[config.mk]
export PLATFORM = sky130hd
export DESIGN_NAME = nmea_sentence_sequencer
export DESIGN_NICKNAME = d
export VERILOG_FILES = /design/src/rtl/nmea_sentence_sequencer.sv
export SDC_FILE = /design/constraint.sdc
export NUM_CORES = 1
export LEC_CHECK = 0
export ABC_AREA = 1
export BUFFER_PORTS_ARGS = -buffer_cell sky130_fd_sc_hd__buf_2
export CAP_MARGIN = 5
export CORE_MARGIN = 2
export CORE_UTILIZATION = 40
export CTS_CLUSTER_DIAMETER = 100
export CTS_CLUSTER_SIZE = 10
export DETAILED_ROUTE_END_ITERATION = 7
export GPL_TIMING_DRIVEN = 0
export PLACE_DENSITY_LB_ADDON = 0.3
export SLEW_MARGIN = 20
export SYNTH_ARGS = -nofsm -noshare
export SYNTH_HDL_FRONTEND = slang
export SYNTH_SLANG_ARGS = --single-unit
[constraint.sdc]
create_clock -name sclk -period 2.7 [get_ports sclk]
set_clock_uncertainty 0.05 [all_clocks]
set_input_delay 0.135 -clock sclk [delete_from_list [all_inputs] [get_ports sclk]]
set_output_delay 0.135 -clock sclk [all_outputs]
set_load 0.05 [all_outputs]
[src/rtl/nmea_sentence_sequencer.sv]
// nmea_sentence_sequencer
// Frames $GPGGA sentences from a UART byte stream. Data field characters are
// forwarded with their field and character position. The XOR checksum is
// verified, then the CR/LF trailer. Malformed, overlong or stalled sentences
// are rejected with an error code.
module nmea_sentence_sequencer #(
  parameter int SYSCLK_FREQ    = 100_000_000,
  parameter int TIMEOUT_CYCLES = SYSCLK_FREQ / 100,
  parameter int NUM_FIELDS     = 14,
  parameter int MAX_LEN        = 82
) (
  input  logic       sclk,
  input  logic       rst,
  input  logic [7:0] dataByte,
  input  logic       dataReady,
  output logic [7:0] fieldByte,
  output logic       fieldValid,
  output logic [3:0] fieldIdx,
  output logic [3:0] charIdx,
  output logic       fieldEnd,
  output logic       sentenceDone,
  output logic       sentenceErr,
  output logic [2:0] errCode,
  output logic       busy
);

  localparam logic [2:0] S_IDLE    = 3'd0;
  localparam logic [2:0] S_HEADER  = 3'd1;
  localparam logic [2:0] S_BODY    = 3'd2;
  localparam logic [2:0] S_CSUM_HI = 3'd3;
  localparam logic [2:0] S_CSUM_LO = 3'd4;
  localparam logic [2:0] S_EXP_CR  = 3'd5;
  localparam logic [2:0] S_EXP_LF  = 3'd6;

  localparam logic [2:0] ERR_HEADER  = 3'd1;
  localparam logic [2:0] ERR_LENGTH  = 3'd2;
  localparam logic [2:0] ERR_HEX     = 3'd3;
  localparam logic [2:0] ERR_CSUM    = 3'd4;
  localparam logic [2:0] ERR_FRAME   = 3'd5;
  localparam logic [2:0] ERR_TIMEOUT = 3'd6;
  localparam logic [2:0] ERR_RESTART = 3'd7;

  localparam logic [7:0] CH_DOLLAR = 8'h24;
  localparam logic [7:0] CH_COMMA  = 8'h2C;
  localparam logic [7:0] CH_STAR   = 8'h2A;
  localparam logic [7:0] CH_CR     = 8'h0D;
  localparam logic [7:0] CH_LF     = 8'h0A;

  localparam int TW = $clog2(TIMEOUT_CYCLES + 1);
  localparam int LW = $clog2(MAX_LEN + 1);

  logic [2:0]    state, state_nxt;
  logic [2:0]    hdr_pos, hdr_pos_nxt;
  logic [7:0]    acc, acc_nxt;
  logic [LW-1:0] len, len_nxt;
  logic [TW-1:0] tcnt, tcnt_nxt;
  logic [3:0]    fld_cnt, fld_cnt_nxt;
  logic [3:0]    chr_cnt, chr_cnt_nxt;
  logic [3:0]    csum_hi, csum_hi_nxt;

  logic [7:0] field_byte_nxt;
  logic [3:0] field_idx_nxt, char_idx_nxt;
  logic [2:0] err_code_nxt;
  logic       field_valid_nxt, field_end_nxt, done_nxt, err_nxt;

  logic       is_hex;
  logic [3:0] hex_val;
  logic [7:0] hdr_char;
  logic       fail;
  logic [2:0] fail_code;

  // Decode the incoming byte as an upper-case hex digit and pick the expected header character.
  always_comb begin
    is_hex  = 1'b0;
    hex_val = 4'd0;
    if (dataByte >= 8'h30 && dataByte <= 8'h39) begin
      is_hex  = 1'b1;
      hex_val = dataByte[3:0];
    end else if (dataByte >= 8'h41 && dataByte <= 8'h46) begin
      is_hex  = 1'b1;
      hex_val = dataByte[3:0] + 4'd9;
    end
    case (hdr_pos)
      3'd0:    hdr_char = 8'h47;  // G
      3'd1:    hdr_char = 8'h50;  // P
      3'd2:    hdr_char = 8'h47;  // G
      3'd3:    hdr_char = 8'h47;  // G
      3'd4:    hdr_char = 8'h41;  // A
      default: hdr_char = CH_COMMA;
    endcase
  end

  // Sentence state machine: compute next state, counters and output pulses.
  always_comb begin
    // NOTE: every variable gets a default first so no path can infer a latch.
    state_nxt       = state;
    hdr_pos_nxt     = hdr_pos;
    acc_nxt         = acc;
    len_nxt         = len;
    tcnt_nxt        = tcnt;
    fld_cnt_nxt     = fld_cnt;
    chr_cnt_nxt     = chr_cnt;
    csum_hi_nxt     = csum_hi;
    field_byte_nxt  = fieldByte;
    field_idx_nxt   = fieldIdx;
    char_idx_nxt    = charIdx;
    err_code_nxt    = errCode;
    field_valid_nxt = 1'b0;
    field_end_nxt   = 1'b0;
    done_nxt        = 1'b0;
    err_nxt         = 1'b0;
    fail            = 1'b0;
    fail_code       = 3'd0;

    if (dataReady) begin
      // A byte always resets the inter-byte timer, even on the expiry cycle.
      tcnt_nxt = '0;
      if (dataByte == CH_DOLLAR) begin
        // '$' starts a sentence anywhere; outside IDLE it also aborts the old one.
        if (state != S_IDLE) begin
          err_nxt      = 1'b1;
          err_code_nxt = ERR_RESTART;
        end
        state_nxt     = S_HEADER;
        hdr_pos_nxt   = 3'd0;
        acc_nxt       = 8'd0;
        len_nxt       = LW'(1);
        fld_cnt_nxt   = 4'd0;
        chr_cnt_nxt   = 4'd0;
        field_idx_nxt = 4'd0;
        char_idx_nxt  = 4'd0;
      end else if (state != S_IDLE) begin
        if (len >= LW'(MAX_LEN)) begin
          fail      = 1'b1;
          fail_code = ERR_LENGTH;
        end else begin
          len_nxt = len + 1'b1;
          case (state)
            S_HEADER: begin
              if (dataByte != hdr_char) begin
                fail      = 1'b1;
                fail_code = ERR_HEADER;
              end else begin
                acc_nxt = acc ^ dataByte;
                if (hdr_pos == 3'd5) begin
                  state_nxt     = S_BODY;
                  fld_cnt_nxt   = 4'd1;
                  chr_cnt_nxt   = 4'd0;
                  field_idx_nxt = 4'd1;
                  char_idx_nxt  = 4'd0;
                end else begin
                  hdr_pos_nxt = hdr_pos + 3'd1;
                end
              end
            end
            S_BODY: begin
              if (dataByte == CH_COMMA) begin
                acc_nxt       = acc ^ dataByte;
                field_end_nxt = 1'b1;
                field_idx_nxt = fld_cnt;
                char_idx_nxt  = chr_cnt;
                fld_cnt_nxt   = (fld_cnt == 4'hF) ? 4'hF : fld_cnt + 4'd1;
                chr_cnt_nxt   = 4'd0;
              end else if (dataByte == CH_STAR) begin
                // A short or long field list is rejected instead of ending the field.
                if (fld_cnt == 4'(NUM_FIELDS)) begin
                  field_end_nxt = 1'b1;
                  field_idx_nxt = fld_cnt;
                  char_idx_nxt  = chr_cnt;
                  state_nxt     = S_CSUM_HI;
                end else begin
                  fail      = 1'b1;
                  fail_code = ERR_FRAME;
                end
              end else begin
                acc_nxt         = acc ^ dataByte;
                field_valid_nxt = 1'b1;
                field_byte_nxt  = dataByte;
                field_idx_nxt   = fld_cnt;
                char_idx_nxt    = chr_cnt;
                chr_cnt_nxt     = (chr_cnt == 4'hF) ? 4'hF : chr_cnt + 4'd1;
              end
            end
            S_CSUM_HI: begin
              if (!is_hex) begin
                fail      = 1'b1;
                fail_code = ERR_HEX;
              end else begin
                csum_hi_nxt = hex_val;
                state_nxt   = S_CSUM_LO;
              end
            end
            S_CSUM_LO: begin
              if (!is_hex) begin
                fail      = 1'b1;
                fail_code = ERR_HEX;
              end else if ({csum_hi, hex_val} != acc) begin
                fail      = 1'b1;
                fail_code = ERR_CSUM;
              end else begin
                state_nxt = S_EXP_CR;
              end
            end
            S_EXP_CR: begin
              if (dataByte == CH_CR) begin
                state_nxt = S_EXP_LF;
              end else begin
                fail      = 1'b1;
                fail_code = ERR_FRAME;
              end
            end
            S_EXP_LF: begin
              if (dataByte == CH_LF) begin
                done_nxt  = 1'b1;
                state_nxt = S_IDLE;
              end else begin
                fail      = 1'b1;
                fail_code = ERR_FRAME;
              end
            end
            default: state_nxt = S_IDLE;
          endcase
        end
      end
    end else if (state != S_IDLE) begin
      if (tcnt == TW'(TIMEOUT_CYCLES - 1)) begin
        fail      = 1'b1;
        fail_code = ERR_TIMEOUT;
        tcnt_nxt  = '0;
      end else begin
        tcnt_nxt = tcnt + 1'b1;
      end
    end

    if (fail) begin
      err_nxt      = 1'b1;
      err_code_nxt = fail_code;
      state_nxt    = S_IDLE;
    end
  end

  // Register all state and outputs so every output lags dataReady by one cycle.
  always_ff @(posedge sclk) begin
    // NOTE: non-blocking assignments so every flop samples the pre-edge values.
    if (rst) begin
      state        <= S_IDLE;
      hdr_pos      <= 3'd0;
      acc          <= 8'd0;
      len          <= '0;
      tcnt         <= '0;
      fld_cnt      <= 4'd0;
      chr_cnt      <= 4'd0;
      csum_hi      <= 4'd0;
      fieldByte    <= 8'd0;
      fieldIdx     <= 4'd0;
      charIdx      <= 4'd0;
      errCode      <= 3'd0;
      fieldValid   <= 1'b0;
      fieldEnd     <= 1'b0;
      sentenceDone <= 1'b0;
      sentenceErr  <= 1'b0;
      busy         <= 1'b0;
    end else begin
      state        <= state_nxt;
      hdr_pos      <= hdr_pos_nxt;
      acc          <= acc_nxt;
      len          <= len_nxt;
      tcnt         <= tcnt_nxt;
      fld_cnt      <= fld_cnt_nxt;
      chr_cnt      <= chr_cnt_nxt;
      csum_hi      <= csum_hi_nxt;
      fieldByte    <= field_byte_nxt;
      fieldIdx     <= field_idx_nxt;
      charIdx      <= char_idx_nxt;
      errCode      <= err_code_nxt;
      fieldValid   <= field_valid_nxt;
      fieldEnd     <= field_end_nxt;
      sentenceDone <= done_nxt;
      sentenceErr  <= err_nxt;
      busy         <= (state_nxt != S_IDLE);
    end
  end

endmodule

After elaboration in Yosys (flattened, before gate mapping). Cells that the tools add are included.

Flip-flop bits (word level): 77. Input bits: 11. Output and inout bits: 24.

Add/subtract/negate cells: 6. $lt $le $gt $ge: 5. Equal/unequal tests: 30. Multiplexer cells: 114. Bitwise operators: 9. Reductions and logical operators: 25.

Operators with widths (number): two-way mux 4 bit (29); two-way mux 3 bit (38); two-way mux 8 bit (6); case mux 3 bit (6 select lines) (2); case mux 4 bit (2 select lines) (4); AND reduction 7 bit (4); two-way mux 1 bit (27); == test 8 x 6 -> 1 bit, second input constant (3); two-way mux 7 bit (3); case mux 7 bit (3 select lines) (1); adder 20 x 1 -> 20 bit, second input constant (1); == test 20 bit, second input constant (1); two-way mux 20 bit (1); AND reduction 6 bit (3); == test 8 x 4 -> 1 bit, second input constant (2); inequality test 8 bit (2); case mux 8 bit (2 select lines) (1); == test 3 bit, second input constant (5); == test 3 x 2 -> 1 bit, second input constant (4); == test 4 bit, second input constant (3); OR reduction 6 bit (2); nonzero test 2 bit (5); inequality test 3 bit, second input constant (3); nonzero test 3 bit (3); 23 further kinds (36).

Depth between registers and ports, before layout.
Depth in word-level cells: 14. Depth in mapped cells: 21. Depth with buffers taken out: 21.

Worst setup path after synthesis. Ideal clock, no wire load.

Path type: register to register. Start point: register hdr_pos[1]. End point: register charIdx[0]. Data arrival time: 1.854 ns. Setup slack: 0.683 ns. Stages on the path, launching flop included: 15. Buffers on the path: 1. Cells stage by stage: dfxtp_1 -> ha_1 -> ha_1 -> o21bai_1 -> nand2_1 -> nand4_1 -> nor2_1 -> nand3b_1 -> inv_1 -> nor3_2 -> inv_2 -> nand4_4 -> buf_4 -> a21oi_1 -> nor2_1.

Word-level cells in the longest chain between the ends: 6. Elaborated cells between the ends (all ways): 12. Those cells by class: eq/ne: 8; mux: 1; reduce/logical: 3.

RTL lines: start, declared (line 53) `logic [2:0] hdr_pos, hdr_pos_nxt;`; start signal, assigned (line 265) `hdr_pos <= hdr_pos_nxt;`; == test 3 x 2 -> 1 bit or zero test 3 bit (tied branches) (line 83) `case (hdr_pos)`; OR reduction 3 bit (no line); case mux 7 bit (3 select lines) (line 83); inequality test 8 bit (line 140) `if (dataByte != hdr_char) begin`; inequality test 3 bit (no line); AND reduction 7 bit (no line) (*); end signal, assigned (line 274) `charIdx <= char_idx_nxt;`; end, declared (line 19) `output logic [3:0] charIdx,`.

Mark *: on every way between the ends. The rest lies on a longest branch, timed or not. A chain may end at the register's enable or synchronous reset.

Worst setup path in the final report.
Start point: register hdr_pos[1]. End point: register fld_cnt[2].

Word-level cells in the longest chain between the ends: 6. Elaborated cells between the ends (all ways): 12. Those cells by class: eq/ne: 8; mux: 1; reduce/logical: 3.

RTL lines: == test 3 x 2 -> 1 bit or zero test 3 bit (tied branches) (line 83); OR reduction 3 bit (no line); case mux 7 bit (3 select lines) (line 83); inequality test 8 bit (line 140); inequality test 3 bit (no line); AND reduction 7 bit (no line) (*); end signal, assigned (line 269) `fld_cnt <= fld_cnt_nxt;`; end, declared (line 57) `logic [3:0] fld_cnt, fld_cnt_nxt;`.

Marked as above.

==> run metrics <==
crit end category flip-flop; CP Data Required Time roughly 2.9 ns; placed cells 849; Port Buffers 30; r2r setup slk around 0.34 ns; leakage power roughly 2.3 nW; Layout Cell Area excl Fill ~5300 sq um; Worst Path Arrival 2.52 ns; Top FF cell, synth dfxtp_1; RSZ-0062 raised after global routing no; Routed WL between 10000 and 15000 microns; average size of a mapped cell 6.880 sq um; grt ovf 0; Mapped Cells ~680; mapped cell area 4651 sq um; minimum clock period approximately 2.4 ns; final setup violating endpoints 0; clock-pin slew on the worst setup and hold paths 0.06 ns; # Post-CTS Setup Buffers 0; worst slew pin tran 0.6852 ns; drt drc 0; Initial Util 0.4090; Avg WL per Cell between 10 and 15 microns; Die ar. approximately 13000 sq um; post-synth top area cell dfxtp_1; top post-synthesis cells by area dfxtp_1 33%, nand2_1 10%, a21oi_1 6.8%; EDFF count, synth 0; CTS Buf Count 9; final worst setup slack about 0.34 ns; # IOs 35; post-synthesis simple-gate area fraction 0.3656; via/cell ratio roughly 5.1; final hold viol count 0; Core Footprint ~11000 sq um; Placed Area ~5000 sq um; fraction of layout cells with a size suffix above 1 0.1607; Row Count 39; Area Overhead vs Synth 13.64%; Finished Layout Cells a little under 900; ys async rst share 0; sequential cell area fraction in the yosys report 0.3315; vias in the first global route about 4300; Fin Setup TNS 0 ns; FMAX 0.4244 GHz; 1st-pass router iterations 5; Die H roughly 110 microns; fin crit share 0.8728; Warnings, synthesis 0; post-route ant nets 0; Slowest-stage cell, CP dfxtp_1; Antenna diodes 0; DRT iter0 DRCs between 300 and 400; vias roughly 4400; Die W between 100 and 150 microns; largest net degree at the start of global routing 16; Max Root-Sink Buffers 2; number of antenna violations at the first check in global routing 0; CP Cell Sequence inv_1 > ha_1 > inv_1 > o21ai_0 > nand2_1 > o21ai_0 > nand2_1 > inv_1 > nand3b_1 > inv_1 > nor3_2 > nor2_2 > inv_1 > a21oi_1 > nor3_1; CTS resizes 0; Mapped Nets 703; Seq cells post-synth 77; VDD IR max 0.4427 mV; CTS tree yes; layout net count 744; first-pass GRT wire length ~19000 microns; hold-fix buffers at CTS 0; status complete, no violations; startpoint class of the critical path flip-flop; main combinational cell family by area after synthesis simple AND/OR/NAND/NOR gates; Post-Synth Adder-Cell Area 0.04305; # H-tree levels 3; Max Cap Violations 0; Total GRT Usage 0.1894; Critical Path Most Common Cell inv_1; Worst Path Max Fanout 6; Skew-Pair Late Insertion Delay 0.35 ns; Synth Area in Compound Gates 0.1283; Detail Placement HPWL between 8000 and 9000 microns; final core utilization 0.4648; crit-path max cell delay 0.35 ns; multiplexer share of the synthesized area 0; # clock sinks 77; max-slew violation count 0; gp weighted congestion ~0.94; XOR/XNOR Fraction of Synth Area 0.03013; Setup Crit Path Kind reg2reg; Hold Crit Class in2reg; pwr/cell area around 510 nW/um^2; synth unique cells 45; Slew HR 0.5415; Yosys top cell area share 0.3315; Layout fillers between 1000 and 1500; Clock Tree Root clkbuf_16; pre-CTS setup slack around 0.27 ns
[stage by stage]
stage               hold slack, ns  total power, mW
floorplan                   0.2241            1.392
global placement            0.3897            1.457
detailed placement          0.3901            1.462
CTS                        0.03886            2.711
global route               0.06337            2.784
finish                     0.04408            2.687
[cell usage after synthesis (all sizes together), types with 3 or more instances]
cell type    n
nand2      140
inv         95
nor2        94
dfxtp       77
a21oi       63
o21ai       42
nand3       33
nor3        33
nand4       26
ha          16
xor2        13
buf          9
clkbuf       7
nor4         6
xnor2        3
[worst max-delay path: cells and delay by family, from the launching register on]
family / cells / cell delay, ns
simple gates: 6 / 0.64
flops: 1 / 0.35
compound gates: 3 / 0.47
buf+inv: 5 / 0.49
fa+ha+maj: 1 / 0.21
[power by group]
group          switching [mW]  leakage (nW)  internal, mW
registers              0.0139         0.622          1.15
clock network           0.522         0.143         0.727
logic                   0.192          1.51        0.0800
total                   0.728          2.27          1.96
[layer usage]
metal	GRT usage	vias to the layer above	routed length, microns
li1	-	2282	-
met1	0.2396	2064	5208
met2	0.3131	85	5485
met3	0.03375	14	504
met4	0.08971	0	232
met5	0	-	0
[layout make-up]
type                       count  area, sq um  area share
multi-input combinational    486         2638      0.4991
timing repair buffer          30        150.1     0.02841
inverter                      97        367.9     0.06960
buffer                        16        103.9     0.01965
sequential                    77         1541      0.2917
clock inverter                 7        80.08     0.01515
clock buffer                   9        225.2     0.04261
tap                          143        178.9     0.03385
[sequential cells by signal, summed over array words and instances (netlist names), 4 cells and up]
signal / cells
fieldIdx: 4
len: 7
fieldByte: 8
fld_cnt: 4
tcnt: 20
csum_hi: 4
charIdx: 4
chr_cnt: 4
acc: 8
[path summary, 6_finish.rpt]
kind / from / to / cells after the start
max: hdr_pos[1]$_SDFFE_PP0P_ / fld_cnt[2]$_SDFFE_PP0P_ / 15
min: dataByte[3] / fieldByte[3]$_SDFFE_PP0P_ / 3
max reg2reg: hdr_pos[1]$_SDFFE_PP0P_ / fld_cnt[2]$_SDFFE_PP0P_ / 15
min reg2reg: len[6]$_SDFFE_PP0P_ / len[6]$_SDFFE_PP0P_ / 2
[cell usage in the layout (no fill, tap or decap), drive strengths merged, types with 6 or more instances in the layout]
cell type	count
inv	98
dfxtp	77
nor2	94
buf	39
nand2	140
xor2	13
nor3	33
clkbuf	16
nor4	6
ha	16
o21ai	42
a21oi	63
nand3	33
nand4	26
[kinds of logic (layout without fill, tap and decap cells)]
| kind of cell | after synthesis | after routing |
|---|---|---|
| adders and majority gates | 16 | 16 |
| xor gates and xnor gates | 16 | 16 |
| AOI/OAI and AO/OA | 114 | 114 |
| buffers and inverters | 113 | 159 |
| DFF | 77 | 77 |
| and+or+nand+nor | 340 | 340 |
Note: power is estimated with default switching activity, not from simulation.
